File: src/rtl/div_pkg.sv
// Shared types for the sequential restoring divider.
package div_pkg;

  typedef enum logic [1:0] {
    IDLE = 2'd0,
    CALC = 2'd1,
    DONE = 2'd2
  } divState_e;

  // Step counter must hold WIDTH-1 with a spare bit.
  function automatic int cntWidth(input int width);
    return $clog2(width) + 1;
  endfunction

endpackage

File: src/rtl/adder_substractor.sv
// Ripple add/subtract unit; N is the borrow when subtracting, carry-out when adding.
module adder_substractor #(
  parameter int unsigned WIDTH = 5
) (
  input  logic [WIDTH-1:0] A,
  input  logic [WIDTH-1:0] B,
  input  logic             SUBS,
  output logic [WIDTH-1:0] S,
  output logic             N
);

  logic [WIDTH:0] full;

  assign full = {1'b0, A} + {1'b0, B ^ {WIDTH{SUBS}}} + {{WIDTH{1'b0}}, SUBS};
  assign S    = full[WIDTH-1:0];
  // Carry-out of A + ~B + 1 is the inverse of the borrow.
  assign N    = SUBS ? ~full[WIDTH] : full[WIDTH];

endmodule

File: src/rtl/seq_divider.sv
// Sequential unsigned restoring divider, one quotient bit per cycle, MSB first.
module seq_divider
  import div_pkg::*;
#(
  parameter int unsigned WIDTH = 4
) (
  input  logic             clk,
  input  logic             rst,
  input  logic             start,
  input  logic [WIDTH-1:0] dividend,
  input  logic [WIDTH-1:0] divisor,
  output logic             busy,
  output logic             done,
  output logic [WIDTH-1:0] quotient,
  output logic [WIDTH-1:0] remainder,
  output logic             div_by_zero
);

  localparam int CntW = cntWidth(WIDTH);
  localparam logic [CntW-1:0] LastStep = CntW'(WIDTH - 1);

  divState_e state, stateNext;

  logic [CntW-1:0]  stepCnt, stepCntNext;
  logic [WIDTH-1:0] partRem, partRemNext;
  logic [WIDTH-1:0] shiftReg, shiftRegNext;
  logic [WIDTH-1:0] divisorReg, divisorRegNext;
  logic [WIDTH-1:0] quotNext, remNext;
  logic             dbzNext;

  logic [WIDTH:0]   trialA, trialB, diff, remWide;
  logic             borrow;
  logic [WIDTH-1:0] newRem, newShift;
  logic             unusedRemMsb;

  assign trialA = {partRem, shiftReg[WIDTH-1]};
  assign trialB = {1'b0, divisorReg};

  adder_substractor #(
    .WIDTH (WIDTH + 1)
  ) u_sub (
    .A    (trialA),
    .B    (trialB),
    .SUBS (1'b1),
    .S    (diff),
    .N    (borrow)
  );

  // Restoring step: keep the shifted value when the trial subtraction borrows.
  assign remWide      = borrow ? trialA : diff;
  assign newRem       = remWide[WIDTH-1:0];
  assign unusedRemMsb = remWide[WIDTH];
  assign newShift     = {shiftReg[WIDTH-2:0], ~borrow};

  always_comb begin
    stateNext      = state;
    stepCntNext    = stepCnt;
    partRemNext    = partRem;
    shiftRegNext   = shiftReg;
    divisorRegNext = divisorReg;
    quotNext       = quotient;
    remNext        = remainder;
    dbzNext        = div_by_zero;

    unique case (state)
      IDLE: begin
        if (start) begin
          stepCntNext    = '0;
          partRemNext    = '0;
          shiftRegNext   = dividend;
          divisorRegNext = divisor;
          if (divisor == '0) begin
            quotNext  = '1;
            remNext   = dividend;
            dbzNext   = 1'b1;
            stateNext = DONE;
          end else begin
            stateNext = CALC;
          end
        end
      end
      CALC: begin
        partRemNext  = newRem;
        shiftRegNext = newShift;
        stepCntNext  = stepCnt + 1'b1;
        if (stepCnt == LastStep) begin
          quotNext  = newShift;
          remNext   = newRem;
          dbzNext   = 1'b0;
          stateNext = DONE;
        end
      end
      DONE: begin
        stateNext = IDLE;
      end
      default: begin
        stateNext = IDLE;
      end
    endcase
  end

  always_ff @(posedge clk) begin
    if (rst) begin
      state       <= IDLE;
      stepCnt     <= '0;
      partRem     <= '0;
      shiftReg    <= '0;
      divisorReg  <= '0;
      quotient    <= '0;
      remainder   <= '0;
      div_by_zero <= 1'b0;
    end else begin
      state       <= stateNext;
      stepCnt     <= stepCntNext;
      partRem     <= partRemNext;
      shiftReg    <= shiftRegNext;
      divisorReg  <= divisorRegNext;
      quotient    <= quotNext;
      remainder   <= remNext;
      div_by_zero <= dbzNext;
    end
  end

  assign busy = (state == CALC);
  assign done = (state == DONE);

endmodule

File: config.mk
export PLATFORM = sky130hd
export DESIGN_NAME = seq_divider
export DESIGN_NICKNAME = d
export VERILOG_FILES = /design/src/rtl/div_pkg.sv /design/src/rtl/adder_substractor.sv /design/src/rtl/seq_divider.sv
export SDC_FILE = /design/constraint.sdc
export NUM_CORES = 1
export LEC_CHECK = 0
export CAP_MARGIN = 10
export CORE_MARGIN = 1
export CORE_UTILIZATION = 46
export CTS_CLUSTER_SIZE = 16
export DETAILED_ROUTE_END_ITERATION = 10
export GPL_ROUTABILITY_DRIVEN = 0
export HOLD_SLACK_MARGIN = 0.12
export PLACE_DENSITY = 0.74
export SLEW_MARGIN = 20
export SYNTH_ARGS = -nofsm -noshare
export SYNTH_HDL_FRONTEND = slang
export SYNTH_SLANG_ARGS = --single-unit
File: constraint.sdc
create_clock -name clk -period 1.9 [get_ports clk]
set_input_delay 0.19 -clock clk [delete_from_list [all_inputs] [get_ports clk]]
set_output_delay 0.19 -clock clk [all_outputs]
set_load 0.02 [all_outputs]
=== After elaboration in Yosys (flattened, before gate mapping) ===
Cells that the tools add are included.

* Latch bits: 0
* ROM bits: 0
* Bits in writable memories: 0
* Memories kept: 0
* Word-level logic and storage cells: 48
* Output and inout port bits: 11
* Flip-flop bits (word level): 26

* Shift operators: 0
* Equal/unequal tests: 6
* $add $sub $neg: 3
* Bitwise gates (word level): 1
* Divide/modulo/power cells: 0
* Reduce and logical (&&, ||, !) cells: 7
* Multipliers: 0
* Mux-type cells: 23
* Magnitude comparators: 0

{| class="wikitable"
|+ Operators with widths
! cell !! number
|-
| 4-bit 2-to-1 mux || 9
|-
| 4-bit one-hot mux with 2 select lines || 4
|-
| 5-bit by 5-bit adder with 6-bit output || 1
|-
| 6-bit by 1-bit adder with 6-bit output, second input constant || 1
|-
| 2-bit 2-to-1 mux || 3
|-
| 3-bit one-hot mux with 2 select lines || 1
|-
| 2-bit AND reduction || 3
|-
| 4-bit NOT with 5-bit output || 1
|-
| 4-bit zero test || 1
|-
| 2-bit inequality test, second input constant || 2
|-
| 2-bit one-hot mux with 2 select lines || 1
|-
| 4-bit AND reduction || 1
|-
| 3-bit by 1-bit adder with 3-bit output, second input constant || 1
|-
| 3-bit by 2-bit equality test with 1-bit output, second input constant || 1
|-
| 1-bit 2-to-1 mux || 3
|-
| 3-bit 2-to-1 mux || 1
|-
| 2-bit by 1-bit equality test with 1-bit output, second input constant || 1
|-
| 2-bit equality test, second input constant || 1
|-
| 2-bit zero test || 1
|-
| 2-bit by 1-bit inequality test with 1-bit output, second input constant || 1
|-
| 1-bit one-hot mux with 2 select lines || 1
|-
| 2-bit nonzero test || 1
|}

=== Logic depth before layout (Yosys ltp) ===
Gate-level depths: netlist of the first run.

* Word-level depth: 6
* Mapped depth: 8
* Depth with buffers taken out: 8

=== Cells and area by module ===
A second synthesis of the first run with hierarchy kept.

* Cell total of the unflattened synthesis: 168
* Area total of the unflattened synthesis: 1485.2 um^2

{| class="wikitable"
|+ By module, submodules not included
! module !! area an instance (um^2) !! cells each !! seq. area each (um^2) !! instances
|-
| seq_divider || 1227.4 || 137 || 520.5 || 1
|-
| adder_substractor || 257.7 || 31 || 0.0 || 1
|}

=== Least setup slack after synthesis of the first run ===
No wires, ideal clock.

* Path kind: reg2reg
* Start point: register divisorReg[1]
* End point: register remainder[3]
* Buffers on the path: 0
* Library setup time: 0.135 ns
* Cell stages (with the launch flop): 8
* Data arrival time: 1.676 ns
* Clock period less this slack: 1.811 ns
* Setup slack: 0.089 ns
* Cell sequence: dfxtp_1 inv_1 ha_1 nor2b_1 o21ai_0 or4b_2 o2111ai_1 a311oi_1

* Cells in the longest elaborated chain, start to end: 6

{| class="wikitable"
|+ Ends and longest elaborated chain
! element !! RTL line !! source
|-
| start, declared || seq_divider.sv:27 || <nowiki>logic [WIDTH-1:0] divisorReg, divisorRegNext;</nowiki>
|-
| start signal, assigned || seq_divider.sv:117 || <nowiki>divisorReg <= divisorRegNext;</nowiki>
|-
| 4-bit NOT with 5-bit output (no line) || -- ||
|-
| 5-bit by 5-bit adder with 6-bit output || adder_substractor.sv:14 || <nowiki>assign full = {1'b0, A} + {1'b0, B ^ {WIDTH{SUBS}}} + {{WIDTH{1'b0}}, SUBS};</nowiki>
|-
| 6-bit by 1-bit adder with 6-bit output || adder_substractor.sv:14 ||
|-
| 4-bit 2-to-1 mux || seq_divider.sv:50 || <nowiki>assign remWide = borrow ? trialA : diff;</nowiki>
|-
| 4-bit 2-to-1 mux || seq_divider.sv:86 || <nowiki>if (stepCnt == LastStep) begin</nowiki>
|-
| 4-bit one-hot mux with 2 select lines || seq_divider.sv:65 || <nowiki>unique case (state)</nowiki>
|-
| end signal, assigned || seq_divider.sv:119 || <nowiki>remainder <= remNext;</nowiki>
|-
| end, declared || seq_divider.sv:15 || <nowiki>output logic [WIDTH-1:0] remainder,</nowiki>
|}

Every way passes these cells. The select of a mux whose other input is x is not followed.
A chain may end at the register's enable or synchronous reset.

=== Worst setup path in the final report of the first run ===
* Start point: register divisorReg[1]
* End point: register remainder[0]

The elaborated chain is that of the path after synthesis.

==> run_results.csv, run 1 <==
group,metric,value,unit
final_layout,antenna_cells,0,
detailed_routing,first_pass_iters,4,
clock_network,path_clk_slew,150,ps
critical_path,cp.arrival,2040,ps
clock_network,cts.sinks,26,
timing,period_needed,1840,ps
grt,grt_pass1_vias,997,
pwr,vdd_drop_max,0.573,mV
placed_design,dp_cells,195,
pwr,p_per_area,800,nW/um2
worst_hold_path,whs_path_depth,2,
clock_network,cts_made_buffers,3,
final_layout,nets,190,
synth,ys_seq_area_share,42.1,%
grt,grt_pass1_wl,4.57,mm
timing,worst_slew_pin_slew,401,ps
detailed_routing,ant_nets,0,
die,ios,22,
synth,syn-cell-area,1240,um2
final_layout,syn_to_final_growth,29.6,%
timing,setup_violations,0,
clock_network,cts_root_buf,"clkbuf_4",
clock_network,htreeDepth,1,
timing,slew_headroom,73.3,%
timing,fmax,545,MHz
synth,synth_seq_cells,26,
final_layout,drive_gt1_share,15.8,%
final_layout,fin_cells,201,
synth,avgSynthCellArea,8.42,um2
die,fp.dieArea,2900,um2
grt,grt_overflow,0,
detailed_routing,viasPerCell,5.53,
critical_path,cp.required,2110,ps
clock_network,cts_buffer_depth,2,
grt,antenna_found_initial,0,
detailed_routing,drc,0,
critical_path,end_kind,"flop",
die,die_h,53.9,um
timing,finalMaxSlewViolations,0,
detailed_routing,first_iter_violations,38,
timing,tns,0,ps
detailed_routing,wl_per_cell,14.6,um
placed_design,io_buffer_count,21,
critical_path,r2r_cells,7,
worst_hold_path,hold_path_class,"reg2reg",
timing,fin_hold_ws,472,ps
synth,synth_cells,147,
die,start_util,49.5,%
die,fp.dieW,53.9,um
timing,final-hold-violation-count,0,
final_layout,design_area,1600,um2
pwr,p_leak,0.000592,uW
placed_design,placed_area,1500,um2
synth,synthDistinctLibCells,34,
timing,skew,2.74,ps
die,fp.coreArea,2500,um2
critical_path,cp_max_fo,4,
grt,grt_max_degree,27,
die,num_rows,18,
detailed_routing,routed_wl,2.94,mm
clock_network,cts_tree,"done",
critical_path,cp-start-kind,"flop",
job,max_cap_viol_count,0,
synth,syn_nets,165,
grt,grtUsageTotal,22.5,%
placed_design,dpl.hpwl,2.04,mm
synth,yosys_warnings,0,
clock_network,clock_latency,320,ps
detailed_routing,vias,1111,
timing,fin_crit_sh,96.7,%
critical_path,crit_type,"reg2reg",
outcome,status,"finished clean",
==> through the flow <==
stage	power, uW	util [%]	setup slack (ps)
floorplan	771	-	88.9
global placement	846	59.8	36.3
detailed placement	856	59.8	-38.0
CTS	1240	62.4	4.89
global route	1340	64.2	-20.8
finish	1280	64.2	63.5
==> cell families (layout without fill, tap and decap cells) <==
kind of cell,after synthesis,after routing,synth area share (%)
adders and majority gates,7,7,7.68
xor gates and xnor gates,1,1,0.708
buffers and inverters,15,39,5.36
DFF,26,26,42.1
AOI/OAI and AO/OA,36,36,21.0
and+or+nand+nor,62,62,23.2
==> cell usage after synthesis <==
master	number	share of area, %
a211oi_1	3	1.8
nand3_1	1	0.40
fa_1	1	1.6
or2_2	1	0.51
dfxtp_1	26	42
xnor2_1	1	0.71
nor2b_1	3	1.5
and2_1	1	0.51
or4b_2	1	0.81
a21oi_4	1	1.3
nor3_1	1	0.40
nor2_1	19	5.8
nand2_1	30	9.1
o21a_1	1	0.61
ha_1	6	6.1
o2111ai_1	1	0.71
nor4_4	1	1.7
buf_6	1	0.91
o21ai_0	3	1.2
a211oi_2	1	1.0
o22a_1	1	0.71
nand3b_2	1	0.91
nand2b_1	2	1.0
o31a_1	1	0.71
clkbuf_1	5	1.5
inv_1	6	1.8
a21oi_1	11	4.4
inv_2	1	0.30
o211ai_1	2	1.2
nor2_2	1	0.51
a31oi_1	2	1.0
buf_2	2	0.81
o31ai_1	1	0.61
a311oi_1	8	5.7
==> placed cells by master, fill, tap and decap left out, types with 2 or more instances in the layout <==
master           count
o21ai_0              3
a21oi_1             11
inv_2                2
ha_1                 5
nor2b_1              2
a31oi_1              2
dfxtp_2              2
nand2b_1             2
clkdlybuf4s50_1     20
nand2_1             30
o211ai_1             2
inv_1                5
buf_4                6
a211oi_1             3
dfxtp_1             24
clkbuf_4             3
a311oi_1             7
nor2_1              19
==> power by group <==
part	switching [uW]	leakage (uW)	total [uW]	internal [uW]
logic	162	0.000351	294	131
registers	22.7	0.000213	599	576
clock network	176	0.0000279	390	213
==> state kept, by name, summed over array words and instances, names as in the netlist <==
register	flops
divisorReg	4
partRem	4
quotient	4
remainder	4
shiftReg	4
stepCnt	3
state	2
div_by_zero	1
==> path summary, 6_finish.rpt <==
check | startpoint | to | slack, ps
setup / recovery | divisorReg[1] | remainder[0] | 60
hold / removal | divisorReg[2] | divisorReg[2] | 470
setup reg to reg | divisorReg[1] | remainder[0] | 60
hold reg to reg | divisorReg[2] | divisorReg[2] | 470
==> final cells by class <==
type	count	area, um2
Clock inverter	1	30.0
Tap cell	30	37.5
Clock buffer	3	22.5
Sequential cell	26	523
Multi-Input combinational cell	106	687
Inverter	7	26.3
Fill cell	220	896
Timing Repair Buffer	28	278
==> repair_timing <==
| action | CTS | global route |
|---|---|---|
| setup endpoints to repair | 2 | 9 |
| pin swaps | 0 | 4 |
| gates resized for setup | 3 | 7 |
| hold buffers | 0 | 0 |
| setup buffers | 0 | 2 |
==> metal layers <==
layer	up-vias	track usage (%)	routed length, um
met5	-	0	0
met4	0	11.0	34
met3	6	3.11	128
met2	38	36.6	1460
met1	512	29.0	1330
li1	555	-	-
==> worst max-delay path, cell delays in order, from the launching register on <==
cell	delay, ps
dfxtp_2	350
inv_2	80
ha_4	200
nor2b_2	170
o31ai_2	270
nand2_1	150
o211ai_1	330
a311oi_2	170
(Power assumes the default switching activity.)
==> inputs of run 2 (changes only) <==
--- a/config.mk
+++ b/config.mk
@@ -11,6 +11,7 @@
 export CTS_CLUSTER_SIZE = 16
 export DETAILED_ROUTE_END_ITERATION = 10
 export GPL_ROUTABILITY_DRIVEN = 0
+export GPL_TIMING_DRIVEN = 0
 export HOLD_SLACK_MARGIN = 0.12
 export PLACE_DENSITY = 0.74
 export SLEW_MARGIN = 20
==> run_results.csv, run 2 (synthesis gave the netlist of run 1 again) <==
group,metric,value,unit
critical_path,crit_type,"reg2reg",
die,num_rows,18,
critical_path,cp_cell_sequence,"inv_1, ha_1, nor2b_1, o21ai_1, or4b_4, o2111ai_2, a311oi_1",
die,fp.coreArea,2500,um2
detailed_routing,first_iter_violations,16,
pwr,vdd_drop_max,0.499,mV
detailed_routing,vias,1105,
placed_design,dpl.hpwl,2.00,mm
die,die_h,53.9,um
die,fp.dieArea,2900,um2
detailed_routing,wl_per_cell,13.5,um
detailed_routing,dr_wl_met2,1.36,mm
timing,period_needed,1760,ps
final_layout,drive_gt1_share,11.6,%
placed_design,io_buffer_count,20,
detailed_routing,wl_met3,136,um
final_layout,syn_to_final_growth,25.4,%
timing,slew_headroom,66.5,%
clock_network,clock_latency,330,ps
clock_network,cts_made_buffers,3,
critical_path,cp-start-kind,"flop",
timing,setup_violations,0,
grt,grt_pass1_wl,4.60,mm
critical_path,cp.arrival,1960,ps
timing,fmax,568,MHz
clock_network,cts_hold_buf,0,
critical_path,cpMaxStageDelayCell,"or4b_4",
final_layout,nFillCells,221,
pwr,netSwitchingFraction,27.8,%
outcome,status,"finished clean",
final_layout,layout_common_cells,"nand2_1 (30), dfxtp_1 (24), nor2_1 (19), clkdlybuf4s50_1 (19), a21oi_1 (11)",
pwr,power.share.clock,30.9,%
detailed_routing,first_pass_iters,4,
timing,tns,0,ps
clock_network,cts_buffer_depth,2,
critical_path,critPathMaxStageDelay,470,ps
timing,skew,10.9,ps
grt,grt_overflow,0,
critical_path,cp_max_fo,3,
grt,antenna_found_initial,0,
detailed_routing,viasPerCell,5.47,
detailed_routing,highest_layer,"met4",
timing,finalMaxSlewViolations,0,
critical_path,end_kind,"flop",
die,ios,22,
pwr,p_int,897,uW
pwr,p_per_area,801,nW/um2
timing,rsz0062_at_grt,"false",
die,fp.dieW,53.9,um
pwr,p_leak,0.000560,uW
detailed_routing,routed_wl,2.73,mm
timing,fin_crit_sh,92.7,%
detailed_routing,drc,0,
pwr,p_comb_share,20.9,%
grt,grtUsageTotal,21.9,%
die,start_util,49.5,%
detailed_routing,m1WireLength,1.21,mm
clock_network,cts.sinks,26,
clock_network,cts_tree,"done",
timing,final-hold-violation-count,0,
final_layout,nets,191,
worst_hold_path,hold_path_class,"in2reg",
job,max_cap_viol_count,0,
final_layout,fin_cells,202,
clock_network,path_clk_slew,150,ps
placed_design,dp_cells,197,
final_layout,layout_commonest_cell,"nand2_1",
pwr,pwr-share-seq,48.2,%
detailed_routing,ant_nets,0,
critical_path,cp.required,2100,ps
grt,grt_max_degree,16,
pwr,power.net_switching,345,uW
final_layout,antenna_cells,0,
clock_network,cts_root_buf,"clkbuf_4",
grt,grt_pass1_vias,1061,
timing,worst_slew_pin_slew,502,ps
clock_network,htreeDepth,1,
==> run 2: cell types whose count changed in the layout (fill, tap and decap cells not counted), sizes merged <==
cell / previous run / this run
dlymetal6s2s: 1 / 0
clkdlybuf4s50: 20 / 19
clkbuf: 3 / 8
dlygate4sd2: 0 / 1
buf: 7 / 4
==> run 2: metrics by stage <==
step	util [%]	hold WS (ps)	total power, uW	instance area [um2]	setup WS (ps)
after global routing	62.1	251	1300	1550	10.2
after global placement	59.0	446	843	1480	-74.6
after CTS	61.9	239	1230	1550	102
final	62.1	226	1240	1550	138
after detailed placement	59.0	455	850	1480	-88.2
after floorplan	-	326	771	1240	88.9
==> run 2: final cells by class <==
cell class	count	area, um2	area share [%]
clock buffer	3	22.5	1.45
tap	30	37.5	2.42
timing repair buffer	21	206	13.3
clock inverter	1	30.0	1.94
inverter	7	26.3	1.69
buffer	8	40.0	2.58
multi-input combinational	106	666	42.9
sequential	26	523	33.7
==> run 2: worst paths after layout <==
| path | from | endpoint | slack (ps) | depth (start not counted) |
|---|---|---|---|---|
| worst max-delay path | divisorReg[1] | remainder[3] | 140 | 7 |
| worst min-delay path | rst | state[1] | 230 | 2 |
| worst min register to register | divisorReg[2] | divisorReg[2] | 470 | 2 |
| worst max register to register | divisorReg[1] | remainder[3] | 140 | 7 |
==> run 2: repair_timing <==
item | CTS | global route
endpoints found under the setup margin | 3 | 6
setup buffers | 1 | 0
resized for setup | 5 | 3
==> run 2: critical path: cells and delay by family, from the launching register on <==
family / cells / cell delay (ps)
and+or+nand+nor: 2 / 630
DFF: 1 / 350
AOI/OAI and AO/OA: 3 / 350
adders and majority gates: 1 / 260
buffers and inverters: 1 / 60
==> run 2: power by group through the flow <==
stage          Clock [uW]  Combinational [uW]  Sequential, uW
5_1_grt               409                 291             603
6_report              384                 260             598
2_1_floorplan           0                 162             609
3_3_place_gp            0                 236             607
3_5_place_dp            0                 242             608
4_1_cts               387                 248             598
==> run 2: layer usage <==
layer  vias up  GRT usage (%)
met3         4           3.67
met1       515           27.0
met2        27           38.5
met5         -              0
met4         0           6.14
li1        559              -
==> inputs of run 3 (changes only) <==
--- a/config.mk
+++ b/config.mk
@@ -18,3 +18,4 @@
 export SYNTH_ARGS = -nofsm -noshare
 export SYNTH_HDL_FRONTEND = slang
 export SYNTH_SLANG_ARGS = --single-unit
+export TNS_END_PERCENT = 1
==> constraint.sdc (replaced) <==
create_clock -name clk -period 1.9 [get_ports clk]
set_input_delay 0.285 -clock clk [delete_from_list [all_inputs] [get_ports clk]]
set_output_delay 0.285 -clock clk [all_outputs]
set_load 0.02 [all_outputs]
==> run_results.csv, run 3 (synthesis gave the netlist of run 1 again) <==
group,metric,value,unit
timing,fin_ws,94.3,ps
die,ios,22,
critical_path,cpMaxStageDelayCell,"dfxtp_2",
detailed_routing,wl_per_cell,13.6,um
detailed_routing,first_pass_iters,4,
detailed_routing,ant_nets,0,
timing,skew,10.8,ps
job,max_cap_viol_count,0,
detailed_routing,drc,0,
grt,grt_pass1_vias,1057,
clock_network,cts_tree,"done",
die,die_h,53.9,um
placed_design,dp_cells,197,
die,fp.dieArea,2900,um2
critical_path,cp_max_fo,9,
clock_network,clock_latency,330,ps
critical_path,critPathMaxStageDelay,370,ps
grt,grtUsageTotal,21.9,%
clock_network,cts_made_buffers,3,
outcome,status,"finished clean",
pwr,vdd_drop_max,0.499,mV
pwr,p_leak,0.000556,uW
critical_path,cp.required,1620,ps
critical_path,cp.arrival,1520,ps
critical_path,reg2reg_from,"divisorReg[1]",
timing,worst_slew_pin_slew,502,ps
timing,slew_headroom,66.5,%
final_layout,layout_commonest_cell,"nand2_1",
grt,antenna_found_initial,0,
pwr,p_per_area,803,nW/um2
critical_path,cp_cell_sequence,"nand2b_1, buf_2, inv_2, dlygate4sd2_1",
grt,grt_pass1_wl,4.60,mm
critical_path,cp.depth,4,
grt,grt_max_degree,16,
final_layout,drive_gt1_share,11.7,%
critical_path,r2r_cells,7,
clock_network,cts_root_buf,"clkbuf_4",
clock_network,htreeDepth,1,
critical_path,end_kind,"primary output",
clock_network,path_clk_slew,150,ps
timing,fmax,554,MHz
detailed_routing,vias,1103,
critical_path,cp-start-kind,"flop",
clock_network,cts_buffer_depth,2,
critical_path,crit_end,"busy",
die,start_util,49.5,%
placed_design,io_buffer_count,20,
timing,rsz0062_at_grt,"false",
critical_path,crit_start,"state[1]",
detailed_routing,viasPerCell,5.49,
final_layout,fin_cells,201,
timing,finalMaxSlewViolations,0,
die,fp.dieW,53.9,um
clock_network,cts.sinks,26,
worst_hold_path,min-delay-start,"rst",
placed_design,pre_cts_ws,-183,ps
die,num_rows,18,
critical_path,r2r_slack,120,ps
timing,fin_hold_ws,321,ps
placed_design,dpl.hpwl,2.00,mm
final_layout,layout_common_cells,"nand2_1 (30), dfxtp_1 (23), nor2_1 (19), clkdlybuf4s50_1 (19), a21oi_1 (11)",
timing,setup_violations,0,
critical_path,crit_family,"buffers and inverters",
detailed_routing,first_iter_violations,16,
worst_hold_path,hold_path_class,"in2reg",
timing,period_needed,1810,ps
critical_path,r2r-end,"remainder[3]",
die,fp.coreArea,2500,um2
detailed_routing,routed_wl,2.73,mm
final_layout,nets,190,
final_layout,syn_to_final_growth,24.9,%
critical_path,crit_type,"reg2out",
timing,tns,0,ps
timing,final-hold-violation-count,0,
grt,grt_overflow,0,
timing,fin_crit_sh,95.0,%
critical_path,worst-path-buf-inv,3,
final_layout,antenna_cells,0,
[run 3: cell count changes in the layout (fill, tap and decap cells not counted)]
cell and delta:
dfxtp_1 -1, buf_4 -1, dfxtp_2 +1
[run 3: cell type report]
type | instances | area, um2
inverters | 7 | 26.3
multi-input cells | 106 | 666
clock buffers | 3 | 22.5
repair buffers | 20 | 199
flip-flops and latches | 26 | 524
clock inverters | 1 | 30.0
well taps | 30 | 37.5
plain buffers | 8 | 40.0
fillers | 223 | 955
[run 3: report_power, final]
part | internal [uW] | leakage [uW] | switching, uW
registers | 576 | 0.000213 | 22.4
logic | 106 | 0.000314 | 152
clock network | 213 | 0.0000279 | 171
total | 896 | 0.000556 | 345
[run 3: worst min path at each step]
stage,slack [ps],cells past startpoint,endpoint
2_1_floorplan,420,2,divisorReg[1]
3_5_place_dp,450,2,divisorReg[0]
5_1_grt,350,2,remainder[2]
3_3_place_gp,450,2,divisorReg[3]
6_report,320,2,state[1]
4_1_cts,330,2,state[1]
[run 3: routing by layer]
| layer | vias to the layer above | wire, um | share of wire (%) | track usage, % |
|---|---|---|---|---|
| met1 | 515 | 1210 | 44 | 27.0 |
| met5 | - | 0 | 0 | 0 |
| met4 | 0 | 26 | 0.95 | 6.14 |
| met2 | 27 | 1360 | 50 | 38.5 |
| met3 | 4 | 136 | 5.0 | 3.67 |
| li1 | 557 | - | - | - |
[run 3: repair_timing]
action | CTS | global route
gates resized for setup | 5 | 4
hold buffers | 0 | 0
buffers inserted | 0 | 0
setup endpoints to repair | 3 | 9
[run 3: through the flow]
step | cell area (um2) | util [%] | power (uW)
after CTS | 1540 | 61.6 | 1230
after global routing | 1550 | 61.8 | 1300
after detailed placement | 1480 | 59.0 | 850
after global placement | 1480 | 59.0 | 843
final | 1550 | 61.8 | 1240
after floorplan | 1240 | - | 771
